[config.mk]
export PLATFORM = sky130hd
export DESIGN_NAME = branch_resolve_unit_flat
export DESIGN_NICKNAME = d
export VERILOG_FILES = /design/src/rtl/branch_resolve_unit_if.sv /design/src/rtl/branch_resolve_unit.sv /design/src/flat_wrapper.sv
export SDC_FILE = /design/constraint.sdc
export NUM_CORES = 1
export LEC_CHECK = 0
export CORE_ASPECT_RATIO = 0.7
export CORE_MARGIN = 3
export CORE_UTILIZATION = 50
export DETAILED_ROUTE_END_ITERATION = 10
export PLACE_DENSITY = 0.84
export SYNTH_ARGS = -nofsm -noshare
export SYNTH_HDL_FRONTEND = slang
export SYNTH_SLANG_ARGS = --single-unit
[constraint.sdc]
create_clock -name clk_i -period 9.2 [get_ports clk_i]
set_clock_uncertainty 0.05 [all_clocks]
set_input_delay 1.84 -clock clk_i [delete_from_list [all_inputs] [get_ports clk_i]]
set_output_delay 1.84 -clock clk_i [all_outputs]
set_load 0.01 [all_outputs]
[src/rtl/branch_resolve_unit_if.sv]
// Purpose: fetch/EX-facing signal bundle for branch_resolve_unit.
// Latency: wires only; timing is set by the block behind the slave modport.
// Backpressure: none; stall_i freezes the slave, and full_o/empty_o report queue state.
// Ports: stall/push/pred/targets/resolve/funct3/operands in; train, flush, redirect, status and counters out.
interface branch_resolve_unit_if #(
  parameter int XLEN  = 32,
  parameter int CNT_W = 16
);
  logic             stall_i;
  logic             push_i;
  logic             pred_i;
  logic [XLEN-1:0]  tgt_taken_i;
  logic [XLEN-1:0]  tgt_ntaken_i;
  logic             resolve_i;
  logic [2:0]       funct3_i;
  logic [XLEN-1:0]  rs1_i;
  logic [XLEN-1:0]  rs2_i;
  logic             update_o;
  logic             decision_o;
  logic             mispredict_o;
  logic [XLEN-1:0]  redirect_o;
  logic             full_o;
  logic             empty_o;
  logic             err_o;
  logic [CNT_W-1:0] br_cnt_o;
  logic [CNT_W-1:0] miss_cnt_o;

  modport master (
    output stall_i, push_i, pred_i, tgt_taken_i, tgt_ntaken_i,
           resolve_i, funct3_i, rs1_i, rs2_i,
    input  update_o, decision_o, mispredict_o, redirect_o,
           full_o, empty_o, err_o, br_cnt_o, miss_cnt_o
  );

  modport slave (
    input  stall_i, push_i, pred_i, tgt_taken_i, tgt_ntaken_i,
           resolve_i, funct3_i, rs1_i, rs2_i,
    output update_o, decision_o, mispredict_o, redirect_o,
           full_o, empty_o, err_o, br_cnt_o, miss_cnt_o
  );
endinterface

[src/rtl/branch_resolve_unit.sv]
// Purpose: in-order queue of predicted branches, resolved in EX to train the predictor and flush/redirect on mispredict.
// Latency: resolve in cycle N gives update/decision/mispredict/redirect in N+1; a push is resolvable from N+1.
// Backpressure: push when full (without a same-cycle pop) is dropped and flags err_o; stall_i freezes all queue state.
// Ports: clk_i, rst_i (async, active-low) plus the slave side of branch_resolve_unit_if.
module branch_resolve_unit #(
  parameter int XLEN  = 32,
  parameter int DEPTH = 2,
  parameter int CNT_W = 16
) (
  input  logic                 clk_i,
  input  logic                 rst_i,
  branch_resolve_unit_if.slave bus
);
  localparam int AW = $clog2(DEPTH);

  typedef struct packed {
    logic            pred;
    logic [XLEN-1:0] tgt_taken;
    logic [XLEN-1:0] tgt_ntaken;
  } entry_t;

  entry_t           mem_q [DEPTH];
  logic [AW:0]      wptr_q, wptr_d, rptr_q, rptr_d;
  logic             update_q, update_d, decision_q, decision_d;
  logic             mispredict_q, mispredict_d, err_q, err_d;
  logic [XLEN-1:0]  redirect_q, redirect_d;
  logic [CNT_W-1:0] br_cnt_q, br_cnt_d, miss_cnt_q, miss_cnt_d;

  logic   empty, full, res_ok, actual, bad_f3, miss, push_ok;
  entry_t head;

  assign empty = (wptr_q == rptr_q);
  assign full  = (wptr_q[AW-1:0] == rptr_q[AW-1:0]) && (wptr_q[AW] != rptr_q[AW]);
  assign head  = mem_q[rptr_q[AW-1:0]];

  always_comb begin
    actual = 1'b0;
    bad_f3 = 1'b0;
    unique case (bus.funct3_i)
      3'b000:  actual = (bus.rs1_i == bus.rs2_i);
      3'b001:  actual = (bus.rs1_i != bus.rs2_i);
      3'b100:  actual = ($signed(bus.rs1_i) <  $signed(bus.rs2_i));
      3'b101:  actual = ($signed(bus.rs1_i) >= $signed(bus.rs2_i));
      3'b110:  actual = (bus.rs1_i <  bus.rs2_i);
      3'b111:  actual = (bus.rs1_i >= bus.rs2_i);
      default: bad_f3 = 1'b1;
    endcase
  end

  always_comb begin
    res_ok  = bus.resolve_i && !bus.stall_i && !empty;
    miss    = res_ok && (actual != head.pred);
    // A push alongside a mispredict is on the wrong path: silently dropped.
    push_ok = bus.push_i && !bus.stall_i && !miss && (!full || res_ok);

    err_d = err_q;
    if (bus.push_i && !bus.stall_i && !miss && full && !res_ok) err_d = 1'b1;
    if (bus.resolve_i && !bus.stall_i && empty)                 err_d = 1'b1;
    if (res_ok && bad_f3)                                       err_d = 1'b1;

    rptr_d = res_ok ? rptr_q + 1'b1 : rptr_q;
    wptr_d = wptr_q;
    if (miss)         wptr_d = rptr_q + 1'b1;  // flush: queue empties behind the head
    else if (push_ok) wptr_d = wptr_q + 1'b1;

    update_d     = res_ok;
    decision_d   = res_ok && actual;
    mispredict_d = miss;
    redirect_d   = redirect_q;
    if (miss) redirect_d = actual ? head.tgt_taken : head.tgt_ntaken;

    br_cnt_d   = (res_ok && br_cnt_q != '1) ? br_cnt_q + 1'b1 : br_cnt_q;
    miss_cnt_d = (miss && miss_cnt_q != '1) ? miss_cnt_q + 1'b1 : miss_cnt_q;
  end

  // Queue storage carries no reset; validity is defined by the pointers.
  always_ff @(posedge clk_i) begin
    if (push_ok) mem_q[wptr_q[AW-1:0]] <= '{pred: bus.pred_i,
                                           tgt_taken: bus.tgt_taken_i,
                                           tgt_ntaken: bus.tgt_ntaken_i};
  end

  always_ff @(posedge clk_i or negedge rst_i) begin
    if (!rst_i) begin
      wptr_q       <= '0;
      rptr_q       <= '0;
      update_q     <= 1'b0;
      decision_q   <= 1'b0;
      mispredict_q <= 1'b0;
      redirect_q   <= '0;
      err_q        <= 1'b0;
      br_cnt_q     <= '0;
      miss_cnt_q   <= '0;
    end else begin
      wptr_q       <= wptr_d;
      rptr_q       <= rptr_d;
      update_q     <= update_d;
      decision_q   <= decision_d;
      mispredict_q <= mispredict_d;
      redirect_q   <= redirect_d;
      err_q        <= err_d;
      br_cnt_q     <= br_cnt_d;
      miss_cnt_q   <= miss_cnt_d;
    end
  end

  assign bus.update_o     = update_q;
  assign bus.decision_o   = decision_q;
  assign bus.mispredict_o = mispredict_q;
  assign bus.redirect_o   = redirect_q;
  assign bus.full_o       = full;
  assign bus.empty_o      = empty;
  assign bus.err_o        = err_q;
  assign bus.br_cnt_o     = br_cnt_q;
  assign bus.miss_cnt_o   = miss_cnt_q;
endmodule

[src/flat_wrapper.sv]
// flat-port wrapper written by rule: the top's interface ports become plain ports
module branch_resolve_unit_flat 
#(
  parameter int XLEN  = 32,
  parameter int DEPTH = 2,
  parameter int CNT_W = 16
)
  (clk_i, rst_i, bus_stall_i, bus_push_i, bus_pred_i, bus_tgt_taken_i, bus_tgt_ntaken_i, bus_resolve_i, bus_funct3_i, bus_rs1_i, bus_rs2_i, bus_update_o, bus_decision_o, bus_mispredict_o, bus_redirect_o, bus_full_o, bus_empty_o, bus_err_o, bus_br_cnt_o, bus_miss_cnt_o);
  branch_resolve_unit_if #(.XLEN(XLEN), .CNT_W(CNT_W)) bus_i ();
  input  logic clk_i;
  input  logic rst_i;
  input wire logic [$bits(bus_i.stall_i)-1:0] bus_stall_i;
  input wire logic [$bits(bus_i.push_i)-1:0] bus_push_i;
  input wire logic [$bits(bus_i.pred_i)-1:0] bus_pred_i;
  input wire logic [$bits(bus_i.tgt_taken_i)-1:0] bus_tgt_taken_i;
  input wire logic [$bits(bus_i.tgt_ntaken_i)-1:0] bus_tgt_ntaken_i;
  input wire logic [$bits(bus_i.resolve_i)-1:0] bus_resolve_i;
  input wire logic [$bits(bus_i.funct3_i)-1:0] bus_funct3_i;
  input wire logic [$bits(bus_i.rs1_i)-1:0] bus_rs1_i;
  input wire logic [$bits(bus_i.rs2_i)-1:0] bus_rs2_i;
  output wire logic [$bits(bus_i.update_o)-1:0] bus_update_o;
  output wire logic [$bits(bus_i.decision_o)-1:0] bus_decision_o;
  output wire logic [$bits(bus_i.mispredict_o)-1:0] bus_mispredict_o;
  output wire logic [$bits(bus_i.redirect_o)-1:0] bus_redirect_o;
  output wire logic [$bits(bus_i.full_o)-1:0] bus_full_o;
  output wire logic [$bits(bus_i.empty_o)-1:0] bus_empty_o;
  output wire logic [$bits(bus_i.err_o)-1:0] bus_err_o;
  output wire logic [$bits(bus_i.br_cnt_o)-1:0] bus_br_cnt_o;
  output wire logic [$bits(bus_i.miss_cnt_o)-1:0] bus_miss_cnt_o;
  assign bus_i.stall_i = bus_stall_i;
  assign bus_i.push_i = bus_push_i;
  assign bus_i.pred_i = bus_pred_i;
  assign bus_i.tgt_taken_i = bus_tgt_taken_i;
  assign bus_i.tgt_ntaken_i = bus_tgt_ntaken_i;
  assign bus_i.resolve_i = bus_resolve_i;
  assign bus_i.funct3_i = bus_funct3_i;
  assign bus_i.rs1_i = bus_rs1_i;
  assign bus_i.rs2_i = bus_rs2_i;
  assign bus_update_o = bus_i.update_o;
  assign bus_decision_o = bus_i.decision_o;
  assign bus_mispredict_o = bus_i.mispredict_o;
  assign bus_redirect_o = bus_i.redirect_o;
  assign bus_full_o = bus_i.full_o;
  assign bus_empty_o = bus_i.empty_o;
  assign bus_err_o = bus_i.err_o;
  assign bus_br_cnt_o = bus_i.br_cnt_o;
  assign bus_miss_cnt_o = bus_i.miss_cnt_o;
  branch_resolve_unit #(.XLEN(XLEN), .DEPTH(DEPTH), .CNT_W(CNT_W)) u_core (.clk_i(clk_i), .rst_i(rst_i), .bus(bus_i));
endmodule
# Yosys cells after proc, flatten, opt, wreduce, memory -nomap -nowiden
# Memories as Yosys holds them, arrays and structs flattened.
# Cells that the tools add are included.
# W data, S select, Z words.
# word_totals
ff_bits	72
ramBits	130
out_inout_bits	70
memories	1
# mem_list
name	depth	width	rd	rd_clocked_by_memory_dff	write_ports	line_no	rtl
u_core.mem_q	2	65	1	0	1	branch_resolve_unit.sv:22	entry_t mem_q [DEPTH];
# classes
n_addsub	4
magnitude_cmp	4
eq_ne	13
mux	10
n_reduce_logical	24
# op_table
operator	count
$ge A32 B32 Y1	2
$lt A32 B32 Y1	2
$add A16 B1 Y16 const B	2
$eq A32 B32 Y1	1
$mux W32	1
$ne A16 B16 Y1 const B	2
$ne A32 B32 Y1	1
$logic_and A1 B1 Y1	14
$eq A3 B3 Y1 const B	4
$mux W1	6
$pmux W1 S6	1
$reduce_or A6 Y1	1
$logic_not A1 Y1	5
$add A2 B1 Y2 const B	2
$mux W2	2
$eq A3 B1 Y1 const B	1
$logic_not A3 Y1	1
$reduce_bool A3 Y1	1
$eq A2 B2 Y1	1
$ne A1 B1 Y1	2
$reduce_bool A2 Y1	1
$eq A1 B1 Y1	1
$logic_or A1 B1 Y1	1

# Depth between registers and ports, before layout
# depth
depth_word	11
depth_mapped	13
mapped_depth_nobuf	11

# Least setup slack after synthesis
# OpenSTA, ideal clock, no wires.
# synth_path
path_kind	input-to-reg
startpoint	input port bus_rs2_i[31]
endpoint	memory u_core.mem_q[0][0] (netlist name) (enable)
setup_ns	0.568
arrival_ns	8.415
required_time_ns	8.582
path_slack_ns	0.167
path_stages	13
path_buffers	2
cell_sequence	inv_1 -> ha_1 -> nand4_1 -> nor4b_2 -> and4_1 -> a211o_1 -> o211ai_1 -> nor3_4 -> xnor2_2 -> and2_1 -> buf_6 -> buf_6 -> nor3_1
# synth_via
elab_chain_cells	9
word_cells_on_any_way	14
classes_between	order compare (4); eq/ne (3); mux (3); reduce/logical (4)
# synth_lines
item	line_no	rtl
from (decl)	flat_wrapper.sv:20	input wire logic [$bits(bus_i.rs2_i)-1:0] bus_rs2_i;
$ge A32 B32 Y1 (tied with other cells)	branch_resolve_unit.sv:45	3'b111: actual = (bus.rs1_i >= bus.rs2_i);
$pmux W1 S6 (*)	branch_resolve_unit.sv:39	unique case (bus.funct3_i)
$ne A1 B1 Y1 (*)	branch_resolve_unit.sv:52	miss = res_ok && (actual != head.pred);
$logic_and A1 B1 Y1 (*)	branch_resolve_unit.sv:52	
via u_core.mispredict_d	branch_resolve_unit.sv:25	logic mispredict_q, mispredict_d, err_q, err_d;
$logic_not A1 Y1 (*)	branch_resolve_unit.sv:54	push_ok = bus.push_i && !bus.stall_i && !miss && (!full || res_ok);
$logic_and A1 B1 Y1 (*) (2 in series)	branch_resolve_unit.sv:54	
$mux W1 (*)	branch_resolve_unit.sv:78	if (push_ok) mem_q[wptr_q[AW-1:0]] <= '{pred: bus.pred_i,
$mux W1 (not written as such) (*)	branch_resolve_unit.sv:78	
to (decl)	branch_resolve_unit.sv:22	
# Mark *: on every way through the listed nets, which the timed path passes. The rest lies on a longest branch.

# Worst setup path after layout
# layout_path
startpoint	input port bus_rs2_i[31]
endpoint	memory u_core.mem_q[1][63] (netlist name) (enable)
# layout_via
elab_chain_cells	9
word_cells_on_any_way	14
classes_between	order compare (4); eq/ne (3); mux (3); reduce/logical (4)
# layout_lines
item	line_no
$ge A32 B32 Y1 (tied with other cells)	branch_resolve_unit.sv:45
$pmux W1 S6 (*)	branch_resolve_unit.sv:39
$ne A1 B1 Y1 (*)	branch_resolve_unit.sv:52
$logic_and A1 B1 Y1 (*)	branch_resolve_unit.sv:52
$logic_not A1 Y1 (*)	branch_resolve_unit.sv:54
$logic_and A1 B1 Y1 (*) (2 in series)	branch_resolve_unit.sv:54
$mux W1 (*)	branch_resolve_unit.sv:78
$mux W1 (not written as such) (*)	branch_resolve_unit.sv:78
# Mark *: on every way between the ends. The rest lies on a longest branch, timed or not.

==> summary.md <==
| Metric | Value |
|---|---|
| Clk slew on worst S/H paths | 0.06 ns |
| Critical-path top delay cell | nor2_4 |
| Status | complete, no violations |
| Tcrit/Tclk final | 72.7% |
| Antenna cell count | 0 |
| Post-Synthesis Cells | 544 |
| Worst path max stage delay | 0.82 ns |
| Slew Limit Fails | 0 |
| Vias | 5334 |
| WP data arrival | 6.75 ns |
| Pwr dens | 247 nW/um^2 |
| CP max FO | 37 |
| Initial Utilization | 52.3% |
| Die height | 117 microns |
| Fin. Hold Viols | 0 |
| CTS tree | done |
| Fill cell count | 1127 |
| Final ANT Viol Nets | 0 |
| Top Ports | 207 |
| Routed length per instance | 18.6 microns |
| Share of cells above drive strength 1 | 12.5% |
| Clock Tree Buf Depth | 3 |
| Distinct cell type count after synthesis | 47 |
| FP Rows | 39 |
| Synthesized area | 8730 sq um |
| Setup violators final | 0 |
| Post-cts hold buffer count | 0 |
| Most frequent cells in the layout | 205 x clkdlybuf4s50_1, 130 x edfxtp_1, 71 x dfrtp_1 |
| Clk sink count | 202 |
| Most common cell after layout, fill and taps aside | clkdlybuf4s50_1 |
| # Max-Cap Violations | 0 |
| Grt ovf | 0 |
| Leakage | 4.49 nW |
| Rel. slew slack | 36.8% |
| Syn Area/Cell | 16.0 sq um |
| Design area | 11600 sq um |
| Post-CTS setup buffers | 0 |
| Vias in the first global route | 5640 |
| Die area | 19100 sq um |
| Fmax | 0.150 GHz |
| Largest net degree at the start of global routing | 73 |
| Worst skew pair latency | 0.49 ns |
| Worst-Margin Slew | 0.948 ns |
| GRT Overall Usage | 19.9% |
| Sequential share of the synthesized area | 65.4% |
| Initial antenna violation count | 2 |
| Synth Net Count | 715 |
| First drt pass iteration count | 4 |
| TNS Setup | 0 ns |
| Vias per cell | 5.32 |
| FF+latch count, synth | 202 |
| Total CTS buffers | 20 |
| Core box area | 16700 sq um |
| DRT Wirelength | 18.7 mm |
| PostCTS Resize Cnt | 0 |
| Gp weighted congestion | 0.865 |
| Post-synth EDFFs | 130 |
| H-tree lvl count | 1 |
| Ys flop type | edfxtp_1 |
| Most Frequent Cell on Critical Path | buf_4 |
| Critical path data required time | 9.27 ns |
| Ys Warns | 0 |
| Initial drt markers | 321 |
| RSZ-0062 raised after global routing | false |
| Number of buffers inserted by port buffering | 206 |
| Layout Nets | 935 |
| First-pass GRT wire length | 29.5 mm |
| Placed cell area | 11000 sq um |
| Post-layout minimum cycle time | 6.69 ns |
| WS Path Type | in2reg |
| Hpwl dp | 13.2 mm |
| Hold Crit Class | reg2reg |
| CTS root buf | clkbuf_16 |
| Die W | 164 microns |
| Crit-path cells | clkdlybuf4s50_1 > inv_1 > ha_1 > nand4_1 > nor4b_2 > and4_1 > a211o_1 > o211ai_1 > nor3_4 > buf_4 > xnor2_2 > and2_2 > buf_4 > nor2_4 > buf_4 |
| Asr flop ratio synth | 35.6% |
| # DRC | 0 |
| CP Launch Type | primary input |
| Peak VDD IR | 0.145 mV |
| P&R area growth vs syn | 33.4% |
| Worst setup EP type | flop |
[kinds of logic (layout without fill, tap and decap cells)]
family / count (synthesis) / after routing / share of synthesized area, %
mux: 68 / 68 / 13.8
fa+ha+maj: 34 / 34 / 4.87
buf+inv: 51 / 285 / 2.54
flops: 202 / 202 / 65.4
xor+xnor: 36 / 36 / 3.70
compound gates: 37 / 37 / 2.57
simple gates: 116 / 116 / 7.14
[per-stage QoR]
stage	cells	hold slack [ns]	setup WS, ns	total power [mW]	util [%]
after detailed placement	967	0.416	1.94	2.17	66.2
after global routing	1003	0.446	2.02	3.03	69.8
after floorplan	544	0.450	0.167	1.77	-
after CTS	1003	0.428	2.40	2.91	69.8
after global placement	967	0.406	2.21	2.13	66.2
final	1003	0.428	2.51	2.88	69.8
[flip-flops by register name, indices dropped and copies added, names as in the netlist]
| signal | count |
|---|---|
| u_core.bus.br_cnt_o | 16 |
| u_core.bus.decision_o | 1 |
| u_core.bus.err_o | 1 |
| u_core.bus.mispredict_o | 1 |
| u_core.bus.miss_cnt_o | 16 |
| u_core.bus.redirect_o | 32 |
| u_core.bus.update_o | 1 |
| u_core.mem_q | 130 |
| u_core.rptr_q | 2 |
| u_core.wptr_q | 2 |
[critical path, delay by kind of cell]
kind | cells | cell delay [ns]
xor gates and xnor gates | 1 | 0.35
and+or+nand+nor | 6 | 2.13
AOI/OAI and AO/OA | 2 | 0.23
adders and majority gates | 1 | 0.33
buffers and inverters | 5 | 1.82
[synth_stat cells (2+ instances only)]
cell type | instances | area share [%]
a211oi_1 | 2 | 0.17
a21oi_1 | 17 | 0.97
and2_1 | 6 | 0.43
and3_1 | 11 | 0.79
and4_1 | 2 | 0.20
buf_1 | 2 | 0.086
buf_6 | 4 | 0.52
clkbuf_1 | 8 | 0.34
dfrtp_1 | 72 | 21
edfxtp_1 | 130 | 45
ha_1 | 34 | 4.9
inv_1 | 37 | 1.6
mux2_1 | 10 | 1.3
mux2_2 | 2 | 0.26
mux2_4 | 22 | 3.8
mux2i_1 | 2 | 0.23
mux4_2 | 32 | 8.3
nand2_1 | 24 | 1.0
nand2b_1 | 4 | 0.29
nand3_1 | 21 | 1.2
nand4_1 | 15 | 1.1
nand4b_1 | 2 | 0.20
nor2_1 | 17 | 0.73
nor2b_1 | 3 | 0.22
nor3_1 | 4 | 0.23
o21ai_0 | 4 | 0.23
o21ai_1 | 4 | 0.23
xnor2_1 | 23 | 2.3
xor2_1 | 12 | 1.2
[path summary, 6_finish.rpt]
kind                       slack [ns]                    startpoint  cells after the start                             endpoint
setup reg to reg                 4.93  u_core.rptr_q[0]$_DFFE_PN0P_                      7        u_core.mem_q[1][63]$_DFFE_PP_
setup / recovery                 2.51                 bus_rs2_i[31]                     15        u_core.mem_q[1][63]$_DFFE_PP_
max in group asynchronous        6.96                         rst_i                      1         u_core.rptr_q[0]$_DFFE_PN0P_
min in group asynchronous        1.45                         rst_i                      1  u_core.bus.br_cnt_o[11]$_DFFE_PN0P_
hold / removal                   0.43  u_core.bus.err_o$_DFFE_PN0P_                      1         u_core.bus.err_o$_DFFE_PN0P_
hold reg to reg                  0.43  u_core.bus.err_o$_DFFE_PN0P_                      1         u_core.bus.err_o$_DFFE_PN0P_
[cell type report]
class	count	area, sq um	area share, %
inverter	37	139	1.19
sequential	202	5710	49.0
tap	225	282	2.42
clock buffer	31	562	4.83
multi-input combinational	291	2820	24.2
timing repair buffer	212	2100	18.1
clock inverter	5	33.8	0.290
[where the power goes]
part	internal (mW)	total (mW)	switching (mW)
Clock	0.421	0.734	0.312
Combinational	0.500	0.847	0.347
Sequential	1.17	1.30	0.130
Total	2.09	2.88	0.790
[metal layers]
layer,track usage (%),part of all wire [%],up-vias
li1,-,-,2476
met1,26.5,42,2648
met2,34.2,50,176
met5,0,0.14,-
met3,4.32,6.3,30
met4,4.34,1.7,4
No activity file was read; power rests on OpenSTA's default activity.
